$ cat src/rtl/alu_pkg.sv
// Shared ALU definitions: 3-bit opcode encodings and the operand sequencer FSM states.
package alu_pkg;

    localparam int unsigned OP_W = 3;

    localparam logic [OP_W-1:0] OP_PASSA = 3'b000;
    localparam logic [OP_W-1:0] OP_ADD   = 3'b001;
    localparam logic [OP_W-1:0] OP_SUB   = 3'b010;
    localparam logic [OP_W-1:0] OP_AND   = 3'b011;
    localparam logic [OP_W-1:0] OP_OR    = 3'b100;
    localparam logic [OP_W-1:0] OP_INC   = 3'b101;
    localparam logic [OP_W-1:0] OP_DEC   = 3'b110;
    localparam logic [OP_W-1:0] OP_PASSB = 3'b111;

    typedef enum logic [1:0] {
        ST_IDLE = 2'd0,
        ST_EXEC = 2'd1,
        ST_RESP = 2'd2
    } seq_state_e;

endpackage

$ cat src/rtl/alu_regfile.sv
// Operand register file: two combinational read ports, one synchronous write port,
// synchronous active-low clear.
module alu_regfile #(
    parameter  int unsigned WIDTH = 32,
    parameter  int unsigned NREGS = 4,
    localparam int unsigned RW    = $clog2(NREGS)
) (
    input  logic             clk,
    input  logic             rst_n,
    input  logic [RW-1:0]    ra_addr,
    output logic [WIDTH-1:0] ra_data,
    input  logic [RW-1:0]    rb_addr,
    output logic [WIDTH-1:0] rb_data,
    input  logic             we,
    input  logic [RW-1:0]    waddr,
    input  logic [WIDTH-1:0] wdata
);

    logic [WIDTH-1:0] mem_q [NREGS];
    logic [WIDTH-1:0] mem_d [NREGS];

    always_comb begin
        mem_d = mem_q;
        if (we) begin
            mem_d[waddr] = wdata;
        end
    end

    always_ff @(posedge clk) begin
        if (!rst_n) begin
            for (int unsigned i = 0; i < NREGS; i++) begin
                mem_q[i] <= '0;
            end
        end else begin
            mem_q <= mem_d;
        end
    end

    assign ra_data = mem_q[ra_addr];
    assign rb_data = mem_q[rb_addr];

endmodule

$ cat src/rtl/alu_operand_sequencer.sv
// Command front end for the combinational ALU: latches operands from the register
// file, captures the ALU result, writes it back and reports it downstream.
module alu_operand_sequencer
    import alu_pkg::*;
#(
    parameter  int unsigned WIDTH = 32,
    parameter  int unsigned NREGS = 4,
    localparam int unsigned RW    = $clog2(NREGS)
) (
    input  logic             clk,
    input  logic             rst_n,
    input  logic             cmd_valid,
    output logic             cmd_ready,
    input  logic             cmd_load,
    input  logic [2:0]       cmd_op,
    input  logic [RW-1:0]    cmd_srca,
    input  logic [RW-1:0]    cmd_srcb,
    input  logic [RW-1:0]    cmd_dst,
    input  logic [WIDTH-1:0] cmd_imm,
    output logic [WIDTH-1:0] alu_a,
    output logic [WIDTH-1:0] alu_b,
    output logic [2:0]       alu_opcode,
    input  logic [WIDTH-1:0] alu_y,
    output logic             res_valid,
    input  logic             res_ready,
    output logic [WIDTH-1:0] res_data,
    output logic [RW-1:0]    res_dst,
    output logic             res_zero
);

    seq_state_e       state_q, state_d;
    logic [WIDTH-1:0] alu_a_q, alu_a_d;
    logic [WIDTH-1:0] alu_b_q, alu_b_d;
    logic [2:0]       alu_op_q, alu_op_d;
    logic [RW-1:0]    dst_q, dst_d;
    logic [WIDTH-1:0] res_data_q, res_data_d;
    logic [RW-1:0]    res_dst_q, res_dst_d;
    logic             res_valid_q, res_valid_d;

    logic             rf_we;
    logic [RW-1:0]    rf_waddr;
    logic [WIDTH-1:0] rf_wdata;
    logic [WIDTH-1:0] rf_rdata_a;
    logic [WIDTH-1:0] rf_rdata_b;

    alu_regfile #(
        .WIDTH (WIDTH),
        .NREGS (NREGS)
    ) u_regfile (
        .clk     (clk),
        .rst_n   (rst_n),
        .ra_addr (cmd_srca),
        .ra_data (rf_rdata_a),
        .rb_addr (cmd_srcb),
        .rb_data (rf_rdata_b),
        .we      (rf_we),
        .waddr   (rf_waddr),
        .wdata   (rf_wdata)
    );

    // Ready is a pure state decode, held low while reset is asserted.
    assign cmd_ready = rst_n && (state_q == ST_IDLE);

    always_comb begin
        state_d    = state_q;
        alu_a_d    = alu_a_q;
        alu_b_d    = alu_b_q;
        alu_op_d   = alu_op_q;
        dst_d      = dst_q;
        res_data_d = res_data_q;
        res_dst_d  = res_dst_q;
        rf_we      = 1'b0;
        rf_waddr   = dst_q;
        rf_wdata   = alu_y;

        case (state_q)
            ST_IDLE: begin
                if (cmd_valid && cmd_ready) begin
                    if (cmd_load) begin
                        rf_we      = 1'b1;
                        rf_waddr   = cmd_dst;
                        rf_wdata   = cmd_imm;
                        res_data_d = cmd_imm;
                        res_dst_d  = cmd_dst;
                        state_d    = ST_RESP;
                    end else begin
                        alu_a_d  = rf_rdata_a;
                        alu_b_d  = rf_rdata_b;
                        alu_op_d = cmd_op;
                        dst_d    = cmd_dst;
                        state_d  = ST_EXEC;
                    end
                end
            end
            ST_EXEC: begin
                rf_we      = 1'b1;
                res_data_d = alu_y;
                res_dst_d  = dst_q;
                state_d    = ST_RESP;
            end
            ST_RESP: begin
                if (res_ready) begin
                    state_d = ST_IDLE;
                end
            end
            default: begin
                state_d = ST_IDLE;
            end
        endcase

        res_valid_d = (state_d == ST_RESP);
    end

    always_ff @(posedge clk) begin
        if (!rst_n) begin
            state_q     <= ST_IDLE;
            alu_a_q     <= '0;
            alu_b_q     <= '0;
            alu_op_q    <= '0;
            dst_q       <= '0;
            res_data_q  <= '0;
            res_dst_q   <= '0;
            res_valid_q <= 1'b0;
        end else begin
            state_q     <= state_d;
            alu_a_q     <= alu_a_d;
            alu_b_q     <= alu_b_d;
            alu_op_q    <= alu_op_d;
            dst_q       <= dst_d;
            res_data_q  <= res_data_d;
            res_dst_q   <= res_dst_d;
            res_valid_q <= res_valid_d;
        end
    end

    assign alu_a      = alu_a_q;
    assign alu_b      = alu_b_q;
    assign alu_opcode = alu_op_q;
    assign res_data   = res_data_q;
    assign res_dst    = res_dst_q;
    assign res_valid  = res_valid_q;
    assign res_zero   = (res_data_q == '0);

endmodule

$ cat config.mk
export PLATFORM = sky130hd
export DESIGN_NAME = alu_operand_sequencer
export DESIGN_NICKNAME = d
export VERILOG_FILES = /design/src/rtl/alu_pkg.sv /design/src/rtl/alu_regfile.sv /design/src/rtl/alu_operand_sequencer.sv
export SDC_FILE = /design/constraint.sdc
export NUM_CORES = 1
export LEC_CHECK = 0
export ABC_CLOCK_PERIOD_IN_PS = 1650
export BUFFER_PORTS_ARGS = -buffer_cell sky130_fd_sc_hd__buf_2
export CORE_MARGIN = 3
export CORE_UTILIZATION = 23
export DETAILED_ROUTE_END_ITERATION = 6
export GPL_TIMING_DRIVEN = 0
export PLACE_DENSITY = 0.48
export SLEW_MARGIN = 10
export SYNTH_ARGS = -nofsm -noshare
export SYNTH_HDL_FRONTEND = slang
export SYNTH_SLANG_ARGS = --single-unit
$ cat constraint.sdc
create_clock -name clk -period 1.65 [get_ports clk]
set_input_delay 0.2475 -clock clk [delete_from_list [all_inputs] [get_ports clk]]
set_output_delay 0.2475 -clock clk [all_outputs]
set_load 0.02 [all_outputs]
==> results of run 1 <==
-- flip-flops by register name (all words and copies together) (netlist names) --
name	cells
res_dst	2
res_valid	1
alu_b	32
u_regfile.mem_q	128
alu_a	32
alu_opcode	3
dst_q	2
res_data	32
state_q	2
-- synth_stat cells, drive strengths merged (4+ instances only) --
cell / instances / area share, %
o221a: 93 / 9.3
nor4: 8 / 0.44
a211oi: 33 / 2.2
mux4: 64 / 13
o32ai: 31 / 2.4
o21a: 93 / 6.2
clkbuf: 89 / 3.0
a311oi: 4 / 0.31
dfxtp: 234 / 42
a31oi: 35 / 1.9
a21oi: 70 / 3.1
o21ai: 138 / 6.2
nand3: 102 / 4.5
inv: 36 / 1.2
buf: 51 / 2.6
-- kinds of logic after synthesis --
kind of cell	share of synthesized area, %
buf+inv	6.726
simple gates	6.693
mux	12.90
flops	41.62
compound gates	32.06
-- layout make-up --
cell class / instances / area (sq um) / area share, %
tap: 615 / 769.5 / 4.851
timing repair buffer: 221 / 1455 / 9.173
antenna: 3 / 7.507 / 0.04732
inverter: 36 / 135.1 / 0.8518
multi-input combinational: 701 / 6751 / 42.56
sequential: 234 / 4702 / 29.64
buffer: 132 / 974.7 / 6.144
clock inverter: 16 / 266.5 / 1.680
clock buffer: 36 / 802.0 / 5.056
-- layout by cell type, fill, tap and decap left out, types with 8 or more instances in the layout --
cell type,instances
clkbuf_1,48
o221a_2,62
clkbuf_8,10
o21a_1,93
nand3_1,84
buf_6,28
o32ai_1,14
buf_4,25
inv_1,35
buf_2,190
buf_12,13
o32ai_2,15
clkbuf_2,19
dfxtp_2,8
dfxtp_1,224
nand3_4,13
mux4_2,64
a31oi_1,33
dlygate4sd3_1,8
clkbuf_16,34
o21ai_0,130
a21oi_2,15
a211oi_2,29
a21oi_1,54
o221a_4,27
-- stage by stage --
stage | area, sq um | hold slack [ns]
global placement | 12920 | 0.4513
detailed placement | 12920 | 0.4620
finish | 15860 | 0.009322
CTS | 14890 | 0.0006359
global route | 15860 | 0.02672
floorplan | 11250 | 0.3952
-- how the worst max path moves through the flow --
stage,start,end,slack (ns),cells after the start
after floorplan,state_q[1]$_SDFF_PN0_,u_regfile.mem_q[100]$_SDFFE_PN0P_,0.06,6
after global placement,state_q[1]$_SDFF_PN0_,res_data[14]$_SDFFE_PN0P_,-0.76,5
after detailed placement,state_q[1]$_SDFF_PN0_,res_data[16]$_SDFFE_PN0P_,-0.77,5
after CTS,res_data[12]$_SDFFE_PN0P_,res_zero,-0.67,4
after global routing,res_data[12]$_SDFFE_PN0P_,res_zero,-0.63,4
final,res_data[0]$_SDFFE_PN0P_,res_zero,-0.63,4
-- where the power goes --
group	total (W)	internal [W]	switching, W
Sequential	0.00602	0.00584	0.000182
Clock	0.00721	0.00452	0.00268
Combinational	0.00223	0.000899	0.00133
-- metal layers --
metal	GRT usage, %	vias up	wire length (microns)
met3	4.552	97	4460
li1	-	4904	-
met5	0	-	61
met1	25.16	5649	21850
met2	32.93	528	25390
met4	5.992	10	1570
-- tightest hold or removal path, stage by stage --
cell and delay (ns):
buf_2 0.14, nand3_2 0.06, a31oi_1 0.06
-- timing repair --
action / 4_1_cts / 5_1_grt
hold endpoints to repair: 8 / 0
gates resized for setup: 168 / 194
gates cloned: 4 / 7
setup endpoints to repair: 233 / 209
hold buffers: 8 / 0
setup buffers: 20 / 7
pin swaps: 13 / 85
==> impl_results.md, run 1 <==
* Max FO, Critical Path at 3
* Failing checks: negative setup slack
* Final Skew at 0.01456 ns
* Height of the die at 227.2 microns
* Syn Area/Cell at 10.13 sq um
* Layout Cells excl Fill at 1,994
* Synthesized instance count at 1,111
* Layout cell share with drive strength beyond 1 at 44.40%
* Initial Util at 23.42%
* Synth warn at 0
* CTS tree: yes
* Post-synth EDFFs at 0
* Mapped Area at 11,250 sq um
* VDD IR-drop max at 0.5921 mV
* R2R depth at 6
* DPL Wire Length at 37,910 microns
* Endpoints failing hold at 0
* Clock sinks at 234
* Io pins at 182
* Clk slew on worst S/H paths at 0.07 ns
* Final worst-path cycle share at 138.3%
* Max Cap Violations at 0
* Core area at 48,050 sq um
* WHS Path Cells at 3
* Crit path max-delay family: simple AND/OR/NAND/NOR gates
* Syn_nets at 1,189
* DRC Markers at 0
* Worst hold start: cmd_imm[24]
* Reg2Reg Setup Slack at -0.17 ns
* Seq cells post-synth at 234
* Fillers at 4,949
* Leak at 5.562 nW
* Worst path cell trace: nor4_4 > nand4_1 > nor2_1 > buf_4
* Crit path capture type: output port
* Post-DR wirelength/cell at 26.75 microns
* Crit-path slowest cell: nand4_1
* Final setup margin at -0.6316 ns
* Vias in the first global route at 11,131
* Die width at 227.2 microns
* Buf/Inv on CP at 1
* DIE AREA at 51,620 sq um
* Synth unique cells at 41
* Synth async-reset ratio at 0%
* Worst hold path endpoint: res_data[24]$_SDFFE_PN0P_
* Status: finished with violations
* Power Total at 0.01546 W
* Fmax at 438.3 MHz
* Vias per cell at 5.611
* Root buffer cell: clkbuf_16
* Port Buf Inserts at 179
* Worst stage delay on the critical path at 0.44 ns
* First-pass GRT wire length at 75,780 microns
* Worst rel slew slack at 33.58%
* Placed cell count at 1,905
* Worst slew pin tran at 0.9964 ns
* TritonCTS Buffers at 28
* Grt total ovfl at 0
* Worst r2r dst: u_regfile.mem_q[113]$_SDFFE_PN0P_
* Req. time, crit path at 1.40 ns
* Worst skew pair latency at 0.56 ns
* Site Rows at 80
* Min-Delay Path Class: input port to flop
* Leading register cell type out of synthesis: dfxtp_1
* Proportion of synthesized chip area in sequential cells at 41.62%
* Initial DRC count at 964
* Routability cong. at 0.8778
* Max-slew violations at 0
* Largest net degree at the start of global routing at 14
* Pre-CTS setup slack at -0.7686 ns
* WL final at 53,340 microns
* Core Util, Final at 33.02%
* CP Launch Type: flop
* RSZ-0062 raised after global routing: yes
* Initial antenna violation count at 8
* Crit path time final at 2.282 ns
* DR pass1 iterations at 7
* Crit path DAT at 2.03 ns
* Final setup TNS at -3.968 ns
* CTS Buffer Depth at 3
* Total track usage at 19.62%
* CTS H-tree lvls at 1
* Final ANT Viol Nets at 0
* Final setup vio count at 46
* Fin nets at 1,432
* Vias at 11,188
* R2R Path Start: state_q[1]$_SDFF_PN0_
* Setup CP Type: flop to output port
* PD cells at 974.3 nW/um^2
* Area Growth Syn to Fin at 40.96%
(Power assumes the default switching activity.)
==> inputs of run 2 (changes only) <==
--- a/config.mk
+++ b/config.mk
@@ -6,12 +6,12 @@
 export NUM_CORES = 1
 export LEC_CHECK = 0
 export ABC_CLOCK_PERIOD_IN_PS = 1650
-export BUFFER_PORTS_ARGS = -buffer_cell sky130_fd_sc_hd__buf_2
 export CORE_MARGIN = 3
 export CORE_UTILIZATION = 23
 export DETAILED_ROUTE_END_ITERATION = 6
+export DONT_BUFFER_PORTS = 1
 export GPL_TIMING_DRIVEN = 0
-export PLACE_DENSITY = 0.48
+export PLACE_DENSITY = 0.44
 export SLEW_MARGIN = 10
 export SYNTH_ARGS = -nofsm -noshare
 export SYNTH_HDL_FRONTEND = slang
==> impl_results.md, run 2 (same netlist as run 1, synthesis figures left out) <==
* Endpoints failing hold at 3
* Crit path time final at 2.258 ns
* Sequential fraction of design power at 41.1%
* Final worst-path cycle share at 136.9%
* Final setup vio count at 66
* PD cells at 939.1 nW/um^2
* Fillers at 4,864
* Status: finished with violations
* CP Launch Type: flop
* Worst slew pin tran at 0.8803 ns
* Power Total at 0.01493 W
* Worst skew pair latency at 0.57 ns
* Min-Delay Path Class: input port to flop
* Crit path DAT at 2.01 ns
* Worst path cell trace: nor4_4 > nand4_1 > nor2_4
* Setup CP Type: flop to output port
* Comb power frac at 14.3%
* Layout cell share with drive strength beyond 1 at 35.00%
* Leak at 5.069 nW
* Crit path capture type: output port
* Clk pwr share at 44.6%
* Core area at 48,050 sq um
* Final setup TNS at -8.248 ns
* Height of the die at 227.2 microns
* CTS Buffer Depth at 3
* Site Rows at 80
* Sw frac at 28.40%
* Io pins at 182
* Clk slew on worst S/H paths at 0.07 ns
* Vias at 10,840
* Grt total ovfl at 0
* Crit-path slowest cell: nand4_1
* Commonest non-fill, non-tap cell in the layout: dfxtp_1
* Pint at 0.01069 W
* Vias per cell at 5.714
* VDD IR-drop max at 0.8277 mV
* DIE AREA at 51,620 sq um
* Worst rel slew slack at 41.31%
* Area Growth Syn to Fin at 41.25%
* Hold_ws at -0.004500 ns
* Biggest register: u_regfile.mem_q
* Worst stage delay on the critical path at 0.45 ns
* Final ANT Viol Nets at 0
* Placed cell area at 12,020 sq um
* Max Cap Violations at 0
* Max reg flops at 128
* Die width at 227.2 microns
* CTS H-tree lvls at 1
* CTS tree: yes
* Max FO, Critical Path at 3
* P_sw at 0.004240 W
* Port Buf Inserts at 0
* TritonCTS Buffers at 28
* DPL Wire Length at 38,280 microns
* Final Skew at 0.008697 ns
* RSZ-0062 raised after global routing: yes
* Initial antenna violation count at 6
* Vias in the first global route at 10,889
* Fmax at 442.8 MHz
* First-pass GRT wire length at 78,730 microns
* DRC Markers at 0
* Fin nets at 1,333
* Max-slew violations at 0
* DR pass1 iterations at 5
* Initial DRC count at 841
* Initial Util at 23.42%
* Root buffer cell: clkbuf_16
* Largest net degree at the start of global routing at 14
* Clock sinks at 234
* Post-Layout Inst Area at 15,900 sq um
* WL final at 56,870 microns
* Reg2Reg Setup Slack at -0.16 ns
* Core Util, Final at 33.09%
* Failing checks: negative hold slack, negative setup slack
* Req. time, crit path at 1.40 ns
* Most frequent cells in the layout: dfxtp_1 (217), o21ai_0 (115), o21a_1 (93)
* Total track usage at 20.71%
* Final setup margin at -0.6085 ns
* Routability cong. at 0.8460
* Post-DR wirelength/cell at 29.98 microns
-- run 2: cell types whose count changed in the layout (fill, tap and decap cells not counted), moves of 11 or more --
| cell | before | now |
|---|---|---|
| o21ai_0 | 130 | 115 |
| buf_2 | 190 | 15 |
| o221a_2 | 62 | 51 |
| o221a_4 | 27 | 38 |
| o21ai_1 | 5 | 20 |
| dlygate4sd3_1 | 8 | 71 |
-- run 2: worst paths after layout --
kind,start,to,cells after the start
hold reg to reg,u_regfile.mem_q[34]$_SDFFE_PN0P_,u_regfile.mem_q[34]$_SDFFE_PN0P_,2
setup reg to reg,state_q[1]$_SDFF_PN0_,u_regfile.mem_q[113]$_SDFFE_PN0P_,6
hold / removal,cmd_imm[21],u_regfile.mem_q[53]$_SDFFE_PN0P_,2
setup / recovery,res_data[2]$_SDFFE_PN0P_,res_zero,3
-- run 2: routing by layer --
metal	track usage [%]	share of wire (%)	vias to the layer above
met4	6.437	3.4	4
met2	34.69	47	501
li1	-	-	4724
met1	26.04	41	5488
met5	0	0.047	-
met3	5.648	8.5	123
-- run 2: per-stage QoR --
| step | setup WS (ns) | std cells |
|---|---|---|
| finish | -0.6085 | 1897 |
| CTS | -0.7247 | 1862 |
| floorplan | 0.05682 | 1111 |
| global placement | -0.7881 | 1726 |
| global route | -0.6639 | 1896 |
| detailed placement | -0.7919 | 1726 |
-- run 2: critical path: cells and delay by family (launching register included) --
kind	cells	cell delay [ns]
flip-flops	1	0.38
AND/OR/NAND/NOR	3	1.06
-- run 2: timing repair --
| action | CTS | global route |
|---|---|---|
| hold buffers | 69 | 2 |
| endpoints found under the setup margin | 233 | 209 |
| endpoints found under the hold margin | 165 | 3 |
| buffers inserted | 12 | 21 |
| gates resized for setup | 198 | 207 |
| cloned | 6 | 12 |
| pin swaps | 34 | 68 |
-- run 2: layout make-up --
| cell class | instances | area, sq um | share of cell area, % |
|---|---|---|---|
| timing repair buffer | 122 | 1490 | 9.374 |
| buffer | 132 | 1018 | 6.407 |
| sequential | 234 | 4716 | 29.67 |
| clock inverter | 17 | 175.2 | 1.102 |
| clock buffer | 35 | 808.3 | 5.085 |
| multi-input combinational | 701 | 6771 | 42.60 |
| tap | 615 | 769.5 | 4.841 |
| antenna | 5 | 12.51 | 0.07871 |
| inverter | 36 | 135.1 | 0.8501 |
-- run 2: power by group through the flow --
stage | combinational, W | clock (W) | sequential [W]
after CTS | 0.00189 | 0.00674 | 0.00613
after detailed placement | 0.00137 | 0 | 0.00623
final | 0.00213 | 0.00666 | 0.00613
after floorplan | 0.000924 | 0 | 0.00615
after global routing | 0.00223 | 0.00695 | 0.00615
after global placement | 0.00136 | 0 | 0.00623
